**src/rtl/psram_ctrl_pkg.sv**
```systemverilog
// Shared types and constants for the PSRAM HS request sequencer.
// Widths follow the Gowin PSRAM HS IP user interface.
package psram_ctrl_pkg;

  localparam int ADDR_W          = 21;
  localparam int DATA_W          = 64;
  localparam int DEF_BURST_BEATS = 4;
  localparam int DEF_CMD_GAP     = 14;
  localparam int DEF_RD_TIMEOUT  = 255;

  typedef enum logic [2:0] {
    ST_WAIT_CALIB = 3'd0,
    ST_IDLE       = 3'd1,
    ST_WR_CMD     = 3'd2,
    ST_WR_BURST   = 3'd3,
    ST_RD_CMD     = 3'd4,
    ST_RD_WAIT    = 3'd5,
    ST_RD_BURST   = 3'd6,
    ST_GAP        = 3'd7
  } psram_ctrl_state_t;

endpackage

```
**src/rtl/psram_req_ctrl.sv**
```systemverilog
// Sequences user read/write requests into timed PSRAM HS IP commands and bursts,
// enforcing the inter-command gap and supervising read completion.
module psram_req_ctrl
  import psram_ctrl_pkg::*;
#(
  parameter int BURST_BEATS = DEF_BURST_BEATS,
  parameter int CMD_GAP     = DEF_CMD_GAP,
  parameter int RD_TIMEOUT  = DEF_RD_TIMEOUT
) (
  input  logic              clk,
  input  logic              rst_n,
  input  logic              init_calib,
  input  logic              req_valid,
  output logic              req_ready,
  input  logic              req_write,
  input  logic [ADDR_W-1:0] req_addr,
  input  logic [DATA_W-1:0] wdata,
  output logic              wdata_rd,
  output logic [DATA_W-1:0] rdata,
  output logic              rdata_valid,
  output logic              rdata_last,
  output logic              err,
  output logic              cmd,
  output logic              cmd_en,
  output logic [ADDR_W-1:0] addr,
  output logic [DATA_W-1:0] wr_data,
  input  logic [DATA_W-1:0] rd_data,
  input  logic              rd_data_valid
);

  localparam int BEAT_W = $clog2(BURST_BEATS);
  localparam int GAP_W  = $clog2(CMD_GAP + 1);
  localparam int TO_W   = $clog2(RD_TIMEOUT + 1);
  localparam logic [BEAT_W-1:0] BEAT_LAST = BEAT_W'(BURST_BEATS - 1);
  localparam logic [BEAT_W-1:0] BEAT_ONE  = BEAT_W'(1);
  localparam logic [GAP_W-1:0]  GAP_LAST  = GAP_W'(CMD_GAP - 1);
  localparam logic [GAP_W-1:0]  GAP_ONE   = GAP_W'(1);
  localparam logic [TO_W-1:0]   TO_LAST   = TO_W'(RD_TIMEOUT - 1);
  localparam logic [TO_W-1:0]   TO_ONE    = TO_W'(1);

  psram_ctrl_state_t state_r, state_nxt_s;
  logic [BEAT_W-1:0] beat_r, beat_nxt_s;
  logic [GAP_W-1:0]  gap_r, gap_nxt_s;
  logic [TO_W-1:0]   to_r, to_nxt_s;
  logic [ADDR_W-1:0] addr_r;
  logic [DATA_W-1:0] rdata_r;
  logic              rdata_valid_r, rdata_last_r, err_r;
  logic              accept_s, cap_s, last_s, err_s;

  assign accept_s = req_valid & req_ready;

  // Next-state, counter and read-capture decisions
  always_comb begin
    state_nxt_s = state_r;
    beat_nxt_s  = beat_r;
    gap_nxt_s   = gap_r;
    to_nxt_s    = to_r;
    cap_s       = 1'b0;
    last_s      = 1'b0;
    err_s       = 1'b0;
    if (!init_calib) begin
      // Losing calibration abandons any in-flight transfer.
      state_nxt_s = ST_WAIT_CALIB;
      err_s = (state_r != ST_WAIT_CALIB) && (state_r != ST_IDLE) && (state_r != ST_GAP);
    end else begin
      case (state_r)
        ST_WAIT_CALIB: state_nxt_s = ST_IDLE;
        ST_IDLE: begin
          if (accept_s) begin
            state_nxt_s = req_write ? ST_WR_CMD : ST_RD_CMD;
            beat_nxt_s  = '0;
            to_nxt_s    = '0;
          end else begin
            state_nxt_s = ST_IDLE;
          end
        end
        ST_WR_CMD: begin
          beat_nxt_s  = beat_r + BEAT_ONE;
          state_nxt_s = ST_WR_BURST;
        end
        ST_WR_BURST: begin
          if (beat_r == BEAT_LAST) begin
            state_nxt_s = ST_GAP;
            gap_nxt_s   = '0;
          end else begin
            beat_nxt_s = beat_r + BEAT_ONE;
          end
        end
        ST_RD_CMD: state_nxt_s = ST_RD_WAIT;
        ST_RD_WAIT: begin
          if (rd_data_valid) begin
            cap_s       = 1'b1;
            beat_nxt_s  = beat_r + BEAT_ONE;
            state_nxt_s = ST_RD_BURST;
          end else if (to_r == TO_LAST) begin
            err_s       = 1'b1;
            state_nxt_s = ST_GAP;
            gap_nxt_s   = '0;
          end else begin
            to_nxt_s = to_r + TO_ONE;
          end
        end
        ST_RD_BURST: begin
          if (rd_data_valid) begin
            cap_s = 1'b1;
            if (beat_r == BEAT_LAST) begin
              last_s      = 1'b1;
              state_nxt_s = ST_GAP;
              gap_nxt_s   = '0;
            end else begin
              beat_nxt_s = beat_r + BEAT_ONE;
            end
          end else begin
            err_s       = 1'b1;
            state_nxt_s = ST_GAP;
            gap_nxt_s   = '0;
          end
        end
        ST_GAP: begin
          if (gap_r == GAP_LAST) begin
            state_nxt_s = ST_IDLE;
          end else begin
            gap_nxt_s = gap_r + GAP_ONE;
          end
        end
        default: state_nxt_s = ST_WAIT_CALIB;
      endcase
    end
  end

  // State, counters, latched address and registered read-side outputs
  always_ff @(posedge clk or negedge rst_n) begin
    if (!rst_n) begin
      state_r       <= ST_WAIT_CALIB;
      beat_r        <= '0;
      gap_r         <= '0;
      to_r          <= '0;
      addr_r        <= '0;
      rdata_r       <= '0;
      rdata_valid_r <= 1'b0;
      rdata_last_r  <= 1'b0;
      err_r         <= 1'b0;
    end else begin
      state_r       <= state_nxt_s;
      beat_r        <= beat_nxt_s;
      gap_r         <= gap_nxt_s;
      to_r          <= to_nxt_s;
      rdata_valid_r <= cap_s;
      rdata_last_r  <= last_s;
      err_r         <= err_s;
      if (accept_s) begin
        addr_r <= req_addr;
      end
      if (cap_s) begin
        rdata_r <= rd_data;
      end
    end
  end

  // IP-facing strobes decoded from the registered state
  always_comb begin
    req_ready = (state_r == ST_IDLE) && init_calib;
    cmd_en    = (state_r == ST_WR_CMD) || (state_r == ST_RD_CMD);
    cmd       = (state_r == ST_WR_CMD);
    wdata_rd  = (state_r == ST_WR_CMD) || (state_r == ST_WR_BURST);
    if (wdata_rd) begin
      wr_data = wdata;
    end else begin
      wr_data = '0;
    end
  end

  assign addr        = addr_r;
  assign rdata       = rdata_r;
  assign rdata_valid = rdata_valid_r;
  assign rdata_last  = rdata_last_r;
  assign err         = err_r;

endmodule
```
**config.mk**
```make
export PLATFORM = sky130hd
export DESIGN_NAME = psram_req_ctrl
export DESIGN_NICKNAME = d
export VERILOG_FILES = /design/src/rtl/psram_ctrl_pkg.sv /design/src/rtl/psram_req_ctrl.sv
export SDC_FILE = /design/constraint.sdc
export NUM_CORES = 1
export LEC_CHECK = 0
export ABC_AREA = 1
export BUFFER_PORTS_ARGS = -buffer_cell sky130_fd_sc_hd__buf_4
export CORE_AREA = 2 2 120 122
export DETAILED_ROUTE_END_ITERATION = 6
export DIE_AREA = 0 0 122 124
export GPL_ROUTABILITY_DRIVEN = 0
export GPL_TIMING_DRIVEN = 0
export PLACE_DENSITY = 0.78
export SYNTH_ARGS = -nofsm -noshare
export SYNTH_HDL_FRONTEND = slang
export SYNTH_SLANG_ARGS = --single-unit
```
**constraint.sdc**
```tcl
create_clock -name clk -period 3.47 [get_ports clk]
set_clock_uncertainty 0.15 [all_clocks]
set_input_delay 0.694 -clock clk [delete_from_list [all_inputs] [get_ports clk]]
set_output_delay 0.694 -clock clk [all_outputs]
set_load 0.02 [all_outputs]
```
## After elaboration in Yosys (flattened, before gate mapping)

Index checks and enable logic that the tools add are counted.

- Register bits after elaboration: 105
- Input port bits: 155
- Output and inout port bits: 156
- Word-level logic and storage cells: 86

- Add/subtract/negate cells: 3
- Eq/ne operators: 21
- Multiplexer cells: 37
- Bitwise operators: 1
- Reductions and logical operators: 15

Operators with widths:

| operator | count |
|---|---|
| $mux W64 | 1 |
| $mux W3 | 8 |
| $mux W8 | 3 |
| $pmux W3 S8 | 1 |
| $mux W4 | 5 |
| $pmux W4 S4 | 1 |
| $pmux W8 S2 | 1 |
| $reduce_and A5 Y1 | 3 |
| $ne A2 B2 Y1 const B | 7 |
| $eq A3 B3 Y1 const B | 4 |
| $mux W1 | 11 |
| $pmux W2 S5 | 1 |
| $add A8 B1 Y8 const B | 1 |
| $eq A8 B8 Y1 const B | 1 |
| $mux W2 | 4 |
| $eq A3 B2 Y1 const B | 2 |
| $ne A3 B3 Y1 const B | 2 |
| $reduce_bool A5 Y1 | 1 |
| $add A4 B1 Y4 const B | 1 |
| $eq A4 B4 Y1 const B | 1 |
| $ne A4 B4 Y1 const B | 1 |
| $reduce_bool A4 Y1 | 1 |
| $eq A3 B1 Y1 const B | 1 |
| $logic_and A1 B1 Y1 | 3 |
| other kinds (11) | 12 |

## Longest topological paths before layout

Gate-level depths: netlist of run 1.

- Depth after elaboration: 6
- Depth in mapped cells: 10
- Mapped depth without buffers: 10

## Least setup slack after synthesis of run 1

OpenSTA, ideal clock, no wires.

- Path type: register to output
- Start point: register state_r[2]
- End point: output port wr_data[23]
- Data arrival time: 1.634 ns
- Required time: 2.626 ns
- Path slack: 0.992 ns
- Stages on the path, launching flop included: 7
- Path buffers: 3
- Cells stage by stage: dfrtp_1 buf_4 nor2_1 inv_1 buf_4 clkbuf_8 nor2_1

- Longest elaborated chain between the ends: 3
- Elaborated cells between the ends (all ways): 4
- Those cells by class: 2 x eq/ne; 1 x mux; 1 x reduce/logical

RTL lines:

| what | RTL line | source |
|---|---|---|
| start, declared | psram_req_ctrl.sv:41 | `psram_ctrl_state_t state_r, state_nxt_s;` |
| start signal, assigned | psram_req_ctrl.sv:144 | `state_r <= state_nxt_s;` |
| $eq A3 B2 Y1 | psram_req_ctrl.sv:165 | `wdata_rd = (state_r == ST_WR_CMD) \|\| (state_r == ST_WR_BURST);` |
| $logic_or A1 B1 Y1 (*) | psram_req_ctrl.sv:165 |  |
| net wdata_rd | psram_req_ctrl.sv:18 | `output logic wdata_rd,` |
| $mux W64 (*) | psram_req_ctrl.sv:166 | `if (wdata_rd) begin` |
| end, declared | psram_req_ctrl.sv:26 | `output logic [DATA_W-1:0] wr_data,` |

Mark *: on every way through the listed nets, which the timed path passes. The rest lies on a longest branch.

## Final worst setup path of run 1

- Start point: register state_r[1]
- End point: output port wr_data[6]

- Longest elaborated chain between the ends: 3
- Elaborated cells between the ends (all ways): 4
- Those cells by class: 2 x eq/ne; 1 x mux; 1 x reduce/logical

RTL lines:

| what | RTL line |
|---|---|
| $eq A3 B2 Y1 | psram_req_ctrl.sv:165 |
| $logic_or A1 B1 Y1 (*) | psram_req_ctrl.sv:165 |
| $mux W64 (*) | psram_req_ctrl.sv:166 |

Every way passes the cells marked *; elsewhere a longest branch is shown, timed or not.

==> qor.yml, run 1 <==
p_total_w: 0.003810
finalSetupViolCount: 0
drv_slew: 0
yosysTopAreaCell: "dfrtp_1"
finalHoldViolCount: 0
timing.rr.end: "rdata[54]$_DFFE_PN0P_"
fin_cells: 1220
hp-class: "reg -> reg"
seq_area_sq_um: 2628
area_delta_synth_final_pct: 54.98
die_w_um: 122
cp_max_fo: 10
final_util_pct: 59.08
grt_pass1_wl_um: 23800
diodes: 0
antenna_found_initial: 0
slew_headroom_pct: 66.86
layout_common_cells: "nand2_1 (341), buf_4 (312), dfrtp_1 (105)"
min_path_cells: 2
grt_max_degree: 106
yosysWarnings: 0
p_leak_nw: 4.922
cts_resized: 0
wl_per_cell_um: 13.19
critPathRequiredTime_ps: 2630
firstDrtPassIters: 5
grt.overflow.total: 0
layout.nets: 1195
cts.sinks: 105
ctsHtreeMaxLevel: 3
initial_core_util_pct: 38.12
cts_setup_buffers: 0
p_int_w: 0.002507
ys_seq_elements: 105
combPwrFrac_pct: 31.8
grt_pass1_vias: 4827
first_iter_violations: 420
via_per_inst: 4.478
post-route-min-period_ps: 2756
cts_tree: "done"
clockBufferDepth: 2
fmax_mhz: 362.8
routed-via-count: 5463
layout-drive-gt1-share_pct: 35.29
port_buffers: 309
regToRegSetupSlack_ps: 1700
dpl.cell_count: 1202
synth_area_sq_um: 5230
powerDensity_nw_per_um2: 470.1
worst_slew_pin_slew_ps: 497.2
clk_pin_slew_ps: 70
rr_startpoint: "state_r[1]$_DFFE_PN0P_"
status: "completed"
multi_input_area_sq_um: 2051
syn_avg_cell_area_sq_um: 7.335
critical_path.endpoint: "wr_data[6]"
syn_nets: 873
clk_latency_ps: 340
remaining_drc_errors: 0
rsz0062_at_grt: "no"
p_switching_w: 0.001303
synthTopCellsByArea: "dfrtp_1 (50%), nand2_1 (24%), nor2_1 (6.5%), inv_1 (6.0%), buf_6 (2.2%)"
rr_worst_depth: 8
power.share.switching_pct: 34.19
period_share_pct: 79.42
rows: 43
synth_cell_types: 29
grtUsageTotal_pct: 20.09
cp-start-kind: "register"
coreArea_sq_um: 13720
cts_made_buffers: 9
pin_count: 311
hpwlAfterDp_um: 12460
die_area_sq_um: 15130
fillers: 1263
yosysSeqAreaShare_pct: 50.24
arrival_ps: 1910
tns_ps: 0
synth_top_area_share_pct: 50.24
netlist_instances: 713
cts-root-buf: "clkbuf_16"
p_seq_share_pct: 42.2
postRouteAntennaNets: 0
fp.dieH_um: 124
drv_cap: 0
startpoint: "state_r[1]$_DFFE_PN0P_"
crit_type: "reg -> out"
wl_um: 16090
final_common_cell: "nand2_1"
p_clk_share_pct: 26.0
vdd_drop_max_mv: 0.3210
endpoint_kind: "output pin"
==> worst min path at each step <==
stage                          start                    end  slack (ps)
3_3_place_gp   rdata[24]$_DFFE_PN0P_  rdata[24]$_DFFE_PN0P_         310
5_1_grt        rdata[17]$_DFFE_PN0P_  rdata[17]$_DFFE_PN0P_         350
4_1_cts        rdata[31]$_DFFE_PN0P_  rdata[31]$_DFFE_PN0P_         340
3_5_place_dp   rdata[38]$_DFFE_PN0P_  rdata[38]$_DFFE_PN0P_         320
6_report       rdata[24]$_DFFE_PN0P_  rdata[24]$_DFFE_PN0P_         330
2_1_floorplan                  rst_n    addr[0]$_DFFE_PN0P_         250
==> logic make-up after synthesis <==
| group | count (synthesis) | synth area share [%] |
|---|---|---|
| AND/OR/NAND/NOR | 473 | 35.93 |
| buffers and inverters | 114 | 10.55 |
| adder cells (fa/ha/maj) | 5 | 1.196 |
| XOR/XNOR | 4 | 0.6700 |
| flip-flops | 105 | 50.24 |
| AO/OA/AOI/OAI | 12 | 1.411 |
==> worst max-delay path, cell delays in order, from the launching register on <==
cell and delay [ps]:
dfrtp_1 450, inv_1 100, nor2_1 240, inv_1 120, buf_4 200, buf_6 160
nor2_1 130, buf_4 170
==> routing by layer <==
metal	wire length, um	share of wire (%)	up-vias	global-route usage, %
met4	312	1.9	0	6.825
met5	0	0	-	0
met3	1212	7.5	27	4.579
met1	6441	40	2456	24.93
li1	-	-	2748	-
met2	8124	50	232	34.60
==> sequential cells by signal (all words and copies together) (netlist names) <==
| register | flops |
|---|---|
| err | 1 |
| rdata_last | 1 |
| addr | 21 |
| state_r | 3 |
| beat_r | 2 |
| gap_r | 4 |
| rdata_valid | 1 |
| rdata | 64 |
| to_r | 8 |
==> cells in the mapped netlist <==
master	number
a21oi_1	1
a21oi_2	1
a31oi_1	2
buf_2	11
buf_4	4
buf_6	10
clkbuf_8	2
dfrtp_1	105
ha_1	5
inv_1	84
inv_2	3
nand2_1	341
nand2_2	1
nand2_4	1
nand3_1	21
nand3_2	2
nand3b_1	3
nand4_1	3
nor2_1	90
nor2_2	3
nor2_4	2
nor3_1	4
nor3_2	1
o211ai_1	1
o21ai_0	5
o21bai_1	2
or2_2	1
xnor2_1	1
xor2_1	3
==> layout make-up <==
cell class / count / area share, %
Sequential cell: 105 / 32.42
Timing Repair Buffer: 311 / 29.13
Multi-Input combinational cell: 494 / 25.30
Inverter: 87 / 4.029
Clock buffer: 10 / 2.825
Buffer: 27 / 2.779
Tap cell: 180 / 2.779
Clock inverter: 6 / 0.7410
==> per-stage QoR <==
stage                     area (sq um)  hold slack [ps]  setup slack (ps)
final                             8105            334.0             714.0
after global placement            7775            313.3              1064
after CTS                         8064            336.0             732.9
after floorplan                   5230            248.4             992.1
after global routing              8105            354.9             586.7
after detailed placement          7775            315.8              1118
==> power groups by stage <==
stage               Clock (W)  Sequential (W)  Combinational (W)
floorplan                   0         0.00188           0.000326
global placement            0         0.00162            0.00119
detailed placement          0         0.00162            0.00122
CTS                   0.00102         0.00161            0.00122
global route          0.00108         0.00164            0.00132
finish               0.000992         0.00161            0.00121
==> repair_timing <==
action                                  CTS  global route
endpoints found under the setup margin    0             0
endpoints found under the hold margin     0             3
hold buffers                              0             1
(Power assumes the default switching activity.)
==> inputs of run 2 (changes only) <==
- clock period: 3.47 -> 2.72 ns (I/O delays scaled with it)
==> run 2 against run 1 <==
Effect of this change:
- combinational power rose by 27%
- sequential power rose by 27%
- setup slack worse by 520 ps
- highest routed layer unchanged
- via count about the same
- global-route usage did not move
- cell count unchanged
- hold slack worse by 100 ps
- critical path depth is the same
- design area barely moved
==> qor.yml, run 2 (synthesized netlist as in run 1, its figures left out) <==
largest_reg_flops: 64  # unchanged
drv_cap: 0  # unchanged
place_ws_ps: 518.0  # was 1118 ps
hpwlAfterDp_um: 12460  # unchanged
initial_core_util_pct: 38.12  # unchanged
fmax_mhz: 395.5
wl_per_cell_um: 13.18  # was 13.19 um
period_share_pct: 92.97
vdd_drop_max_mv: 0.4095  # was 0.3210 mV
layout_common_cells: "nand2_1 (341), buf_4 (312), dfrtp_1 (105)"  # unchanged
antenna_found_initial: 0  # unchanged
worst_slew_pin_slew_ps: 495.2  # was 497.2 ps
clk_latency_ps: 350  # was 340 ps
grt_pass1_wl_um: 23800  # unchanged
firstDrtPassIters: 4  # was 5
via_per_inst: 4.475  # was 4.478
grt_pass1_vias: 4827  # unchanged
min_from: "rd_data[58]"  # was rdata[24]$_DFFE_PN0P_
min_path_cells: 3  # was 2
grtUsageTotal_pct: 20.09  # unchanged
crit_type: "reg -> out"  # unchanged
rr_worst_depth: 8  # unchanged
drv_slew: 0  # unchanged
slew_headroom_pct: 66.99  # was 66.86%
die_area_sq_um: 15130  # unchanged
pin_count: 311  # unchanged
startpoint: "state_r[1]$_DFFE_PN0P_"  # unchanged
cp_max_fo: 10  # unchanged
p_leak_nw: 4.922  # about the same
clk_pin_slew_ps: 80  # was 70 ps
cts_tree: "done"  # unchanged
timing.rr.end: "rdata[54]$_DFFE_PN0P_"  # unchanged
coreArea_sq_um: 13720  # unchanged
hp-class: "in -> reg"  # was reg -> reg
layout-drive-gt1-share_pct: 35.38  # was 35.29%
rsz0062_at_grt: "no"  # unchanged
post-route-min-period_ps: 2529
endpoint_kind: "output pin"  # unchanged
final_common_cell: "nand2_1"  # unchanged
seq_area_sq_um: 2628  # unchanged
fp.dieH_um: 124  # unchanged
multi_input_area_sq_um: 2053  # was 2051 sq um
finalSetupViolCount: 0  # unchanged
critPathRequiredTime_ps: 2030  # was 2630 ps
diodes: 0  # unchanged
routed-via-count: 5460  # was 5463
setup_ws_ps: 191.3  # was 714.0 ps
fin_area_sq_um: 8108  # was 8105 sq um
regToRegSetupSlack_ps: 960  # was 1700 ps
port_buffers: 309  # unchanged
cts.sinks: 105  # unchanged
area_delta_synth_final_pct: 55.02  # was 54.98%
grt.overflow.total: 0  # unchanged
place_area_sq_um: 7775  # unchanged
layout.nets: 1195  # unchanged
cp-start-kind: "register"  # unchanged
first_iter_violations: 354  # was 420
cts_made_buffers: 9  # unchanged
tns_ps: 0  # unchanged
rr_startpoint: "state_r[1]$_DFFE_PN0P_"  # unchanged
die_w_um: 122  # unchanged
cts-root-buf: "clkbuf_16"  # unchanged
fillers: 1263  # unchanged
finalHoldViolCount: 0  # unchanged
cts_setup_buffers: 0  # unchanged
rows: 43  # unchanged
fin_cells: 1220  # unchanged
clockBufferDepth: 2  # unchanged
powerDensity_nw_per_um2: 599.7  # was 470.1 nW/um^2
final_util_pct: 59.10  # was 59.08%
postRouteAntennaNets: 0  # unchanged
remaining_drc_errors: 0  # unchanged
status: "completed"  # unchanged
ctsHtreeMaxLevel: 3  # unchanged
wl_um: 16090  # about the same
min_to: "rdata[58]$_DFFE_PN0P_"  # was rdata[24]$_DFFE_PN0P_
dpl.cell_count: 1202  # unchanged
arrival_ps: 1830  # was 1910 ps
grt_max_degree: 106  # unchanged
## run 2: per-stage QoR
step                hold slack (ps)  power (W)
floorplan                     98.41   0.002815
global placement              313.3   0.003579
detailed placement            315.8   0.003622
CTS                           221.1   0.004903
global route                  224.9   0.005149
finish                        233.9   0.004862
## run 2: critical path, stage by stage (launching register included)
cell and delay, ps:
dfrtp_1 440, inv_1 110, nor2_2 180, inv_1 100
buf_4 200, buf_6 160, nor2_1 130, buf_4 170
## run 2: report_power, final
group	total (W)	switching [W]	internal (W)	leakage (nW)
combinational	0.00154	0.000851	0.000693	3.40
sequential	0.00205	0.000188	0.00186	1.38
clock	0.00127	0.000624	0.000643	0.134
## run 2: cell type report
cell class / instances / share of cell area [%]
Sequential cell: 105 / 32.41
Timing Repair Buffer: 311 / 29.12
Multi-Input combinational cell: 494 / 25.32
Inverter: 87 / 4.028
Clock buffer: 10 / 2.824
Buffer: 27 / 2.778
Tap cell: 180 / 2.778
Clock inverter: 6 / 0.7407
## run 2: worst max path at each step
stage	endpoint	slack [ps]	cells after the start
after global routing	wr_data[6]	100	7
final	wr_data[6]	190	7
after detailed placement	wr_data[6]	520	7
after global placement	wr_data[6]	460	7
after CTS	wr_data[6]	130	7
after floorplan	wr_data[23]	390	6
## run 2: per-layer routing
layer | GRT usage [%] | wire (um) | vias up
met5 | 0 | 0 | -
li1 | - | - | 2748
met1 | 24.93 | 6489 | 2461
met3 | 4.579 | 1168 | 27
met2 | 34.60 | 8126 | 224
met4 | 6.825 | 301 | 0
## run 2: timing repair
action / CTS / global route
hold endpoints to repair: 0 / 3
gates resized for setup: 0 / 1
setup endpoints to repair: 0 / 1
hold buffers: 0 / 1
==> inputs of run 3 (changes only) <==
- ABC_AREA: 1 -> not set
- CORE_AREA: 2 2 120 122 -> not set
- CORE_ASPECT_RATIO: not set -> 1.2
- CORE_MARGIN: not set -> 10
- CORE_UTILIZATION: not set -> 41
- DIE_AREA: 0 0 122 124 -> not set
- PLACE_DENSITY: 0.78 -> 0.85
==> run 3 against run 2 <==
Effect of this change:
- area after synthesis shrank 7.2%
- clock power is essentially flat
- non-clock buffer count shrank 4
- critical endpoint is now wr_data[41]
- largest power group unchanged
==> qor.yml, run 3 <==
synthTopCellsByArea: "dfrtp_1 (54%), mux2_1 (12%), and2_1 (8.4%), nand2_1 (5.6%), mux2_2 (3.5%)"  # was dfrtp_1 (50%), nand2_1 (24%), nor2_1 (6.5%), inv_1 (6.0%), buf_6 (2.2%)
fin_cells: 916  # was 1220
crit_type: "reg -> out"  # unchanged
layout.nets: 914  # was 1195
port_buffers: 309  # unchanged
worst_slew_pin_slew_ps: 927.4  # was 495.2 ps
drv_cap: 0  # unchanged
grt_max_degree: 106  # unchanged
finalHoldViolCount: 0  # unchanged
postRouteAntennaNets: 0  # unchanged
setup_ws_ps: 128.9  # was 191.3 ps
fp.dieH_um: 139.2  # was 124 um
layout_common_cells: "buf_4 (313), dfrtp_1 (105), nand2_1 (73)"  # was nand2_1 (341), buf_4 (312), dfrtp_1 (105)
syn_avg_cell_area_sq_um: 11.18  # was 7.335 sq um
first_iter_violations: 413  # was 354
routed.top_layer: "met4"  # unchanged
final_common_cell: "buf_4"  # was nand2_1
met1_length_um: 6210  # was 6489 um
hp-class: "in -> async"  # was in -> reg
pin_count: 311  # unchanged
rr_worst_depth: 6  # was 8
grt.overflow.total: 0  # unchanged
synth.top_cells.by_count: "dfrtp_1 (105), nand2_1 (73), and2_1 (65)"  # was nand2_1 (341), dfrtp_1 (105), nor2_1 (90)
post-route-min-period_ps: 2591  # was 2529 ps
drv_slew: 0  # unchanged
rsz0062_at_grt: "no"  # unchanged
grtUsageTotal_pct: 20.82  # was 20.09%
vdd_drop_max_mv: 0.2644  # was 0.4095 mV
area_delta_synth_final_pct: 58.23  # was 55.02%
synth_top_area_share_pct: 54.15  # was 50.24%
wl_per_cell_um: 19.57  # was 13.18 um
yosysMostFrequentCell: "dfrtp_1"  # was nand2_1
p_total_w: 0.004657  # was 0.004862 W
fmax_mhz: 385.9  # was 395.5 MHz
wl_met2_um: 9220  # was 8126 um
final_util_pct: 66.37  # was 59.10%
status: "completed"  # unchanged
die_w_um: 119.3  # was 122 um
cts_tree: "done"  # unchanged
antenna_found_initial: 0  # unchanged
grt_pass1_wl_um: 27270  # was 23800 um
yosysWarnings: 0  # unchanged
rr_startpoint: "state_r[1]$_DFFE_PN0P_"  # unchanged
grt_pass1_vias: 4898  # was 4827
dpl.cell_count: 900  # was 1202
powerDensity_nw_per_um2: 606.6  # was 599.7 nW/um^2
via_per_inst: 4.966  # was 4.475
regToRegSetupSlack_ps: 680  # was 960 ps
synth_area_sq_um: 4852  # was 5230 sq um
place_ws_ps: 199.2  # was 518.0 ps
hold_buffers: 0  # unchanged
cts_made_buffers: 9  # unchanged
period_share_pct: 95.26  # was 92.97%
netlist_instances: 434  # was 713
yosysSeqAreaShare_pct: 54.15  # was 50.24%
slew_headroom_pct: 38.18  # was 66.99%
wl_met3_um: 2011  # was 1168 um
cts.sinks: 105  # unchanged
wl_um: 17930  # was 16090 um
synth_edf_count: 0  # unchanged
timing.rr.end: "rdata[34]$_DFFE_PN0P_"  # was rdata[54]$_DFFE_PN0P_
cp_max_fo: 10  # unchanged
rows: 43  # unchanged
endpoint_kind: "output pin"  # unchanged
fillers: 852  # was 1263
ctsHtreeMaxLevel: 3  # unchanged
yosysTopAreaCell: "dfrtp_1"  # unchanged
remaining_drc_errors: 0  # unchanged
die_area_sq_um: 16600  # was 15130 sq um
synth_cell_types: 47  # was 29
firstDrtPassIters: 4  # unchanged
arrival_ps: 1900  # was 1830 ps
finalSetupViolCount: 0  # unchanged
clk_latency_ps: 340  # was 350 ps
largest_reg_flops: 64  # unchanged
routed-via-count: 4549  # was 5460
clk_pin_slew_ps: 70  # was 80 ps
coreArea_sq_um: 11570  # was 13720 sq um
ys_seq_elements: 105  # unchanged
syn_nets: 594  # was 873
critPathRequiredTime_ps: 2030  # about the same
cp-start-kind: "register"  # unchanged
diodes: 0  # unchanged
layout-drive-gt1-share_pct: 47.69  # was 35.38%
cts-root-buf: "clkbuf_16"  # unchanged
ys_async_sr_fraction_pct: 100.0  # unchanged
hpwlAfterDp_um: 15040  # was 12460 um
initial_core_util_pct: 41.95  # was 38.12%
cts_setup_buffers: 0  # unchanged
clockBufferDepth: 2  # unchanged
tns_ps: 0  # unchanged
p_leak_nw: 4.180  # was 4.922 nW
synthFlopType: "dfrtp_1"  # unchanged
[run 3: kinds of logic (layout without fill, tap and decap cells)]
kind of cell | after synthesis | count (layout) | share of synthesized area (%)
flip-flops | 105 | 105 | 54.15
AO/OA/AOI/OAI | 50 | 50 | 6.962
adder cells (fa/ha/maj) | 5 | 5 | 1.289
buffers and inverters | 30 | 355 | 3.120
AND/OR/NAND/NOR | 175 | 175 | 18.57
XOR/XNOR | 1 | 1 | 0.1805
multiplexers | 68 | 68 | 15.73
[run 3: critical path: stages, from the launching register on]
cell and delay [ps]:
dfrtp_1 360, buf_2 180, nor2b_2 160, clkbuf_4 210, clkbuf_1 300, and2_1 190, buf_4 140
[run 3: how the worst max path moves through the flow]
stage                                 from     endpoint  slack (ps)  cells after the start
floorplan           state_r[2]$_DFFE_PN0P_  wr_data[10]         710                      5
global placement    state_r[2]$_DFFE_PN0P_   wr_data[4]         220                      6
detailed placement  state_r[2]$_DFFE_PN0P_   wr_data[4]         200                      6
CTS                 state_r[2]$_DFFE_PN0P_  wr_data[20]          20                      6
global route        state_r[2]$_DFFE_PN0P_  wr_data[20]          20                      6
finish              state_r[2]$_DFFE_PN0P_  wr_data[41]         130                      6
[run 3: routing by layer]
metal | GRT usage, % | vias to the layer above
li1 | - | 2114
met1 | 20.42 | 2128
met2 | 37.85 | 284
met3 | 8.635 | 23
met4 | 8.015 | 0
met5 | 0 | -
[run 3: timing repair]
action,CTS,global route
gates cloned,0,0
gates resized for setup,2,3
setup endpoints to repair,50,41
[run 3: report_power, final]
group | leakage [nW] | total (W) | switching [W] | internal (W)
Combinational | 2.65 | 0.00142 | 0.000752 | 0.000664
Sequential | 1.39 | 0.00195 | 0.000139 | 0.00181
Clock | 0.143 | 0.00129 | 0.000549 | 0.000741
[run 3: layout make-up]
type                    count  area (sq um)  share of cell area [%]
flip-flops and latches    105          2628                   34.22
repair buffers            309          2323                   30.26
multi-input cells         299          2076                   27.04
clock buffers              12         246.5                   3.211
well taps                 157         196.4                   2.559
plain buffers              25         137.6                   1.793
clock inverters             4         51.30                  0.6682
inverters                   5         18.77                  0.2445
[run 3: stage by stage]
| step | hold WS, ps | cell area [sq um] |
|---|---|---|
| finish | 159.4 | 7677 |
| global route | 215.0 | 7677 |
| CTS | 235.1 | 7669 |
| detailed placement | 314.2 | 7368 |
| global placement | 312.9 | 7368 |
| floorplan | 98.41 | 4852 |
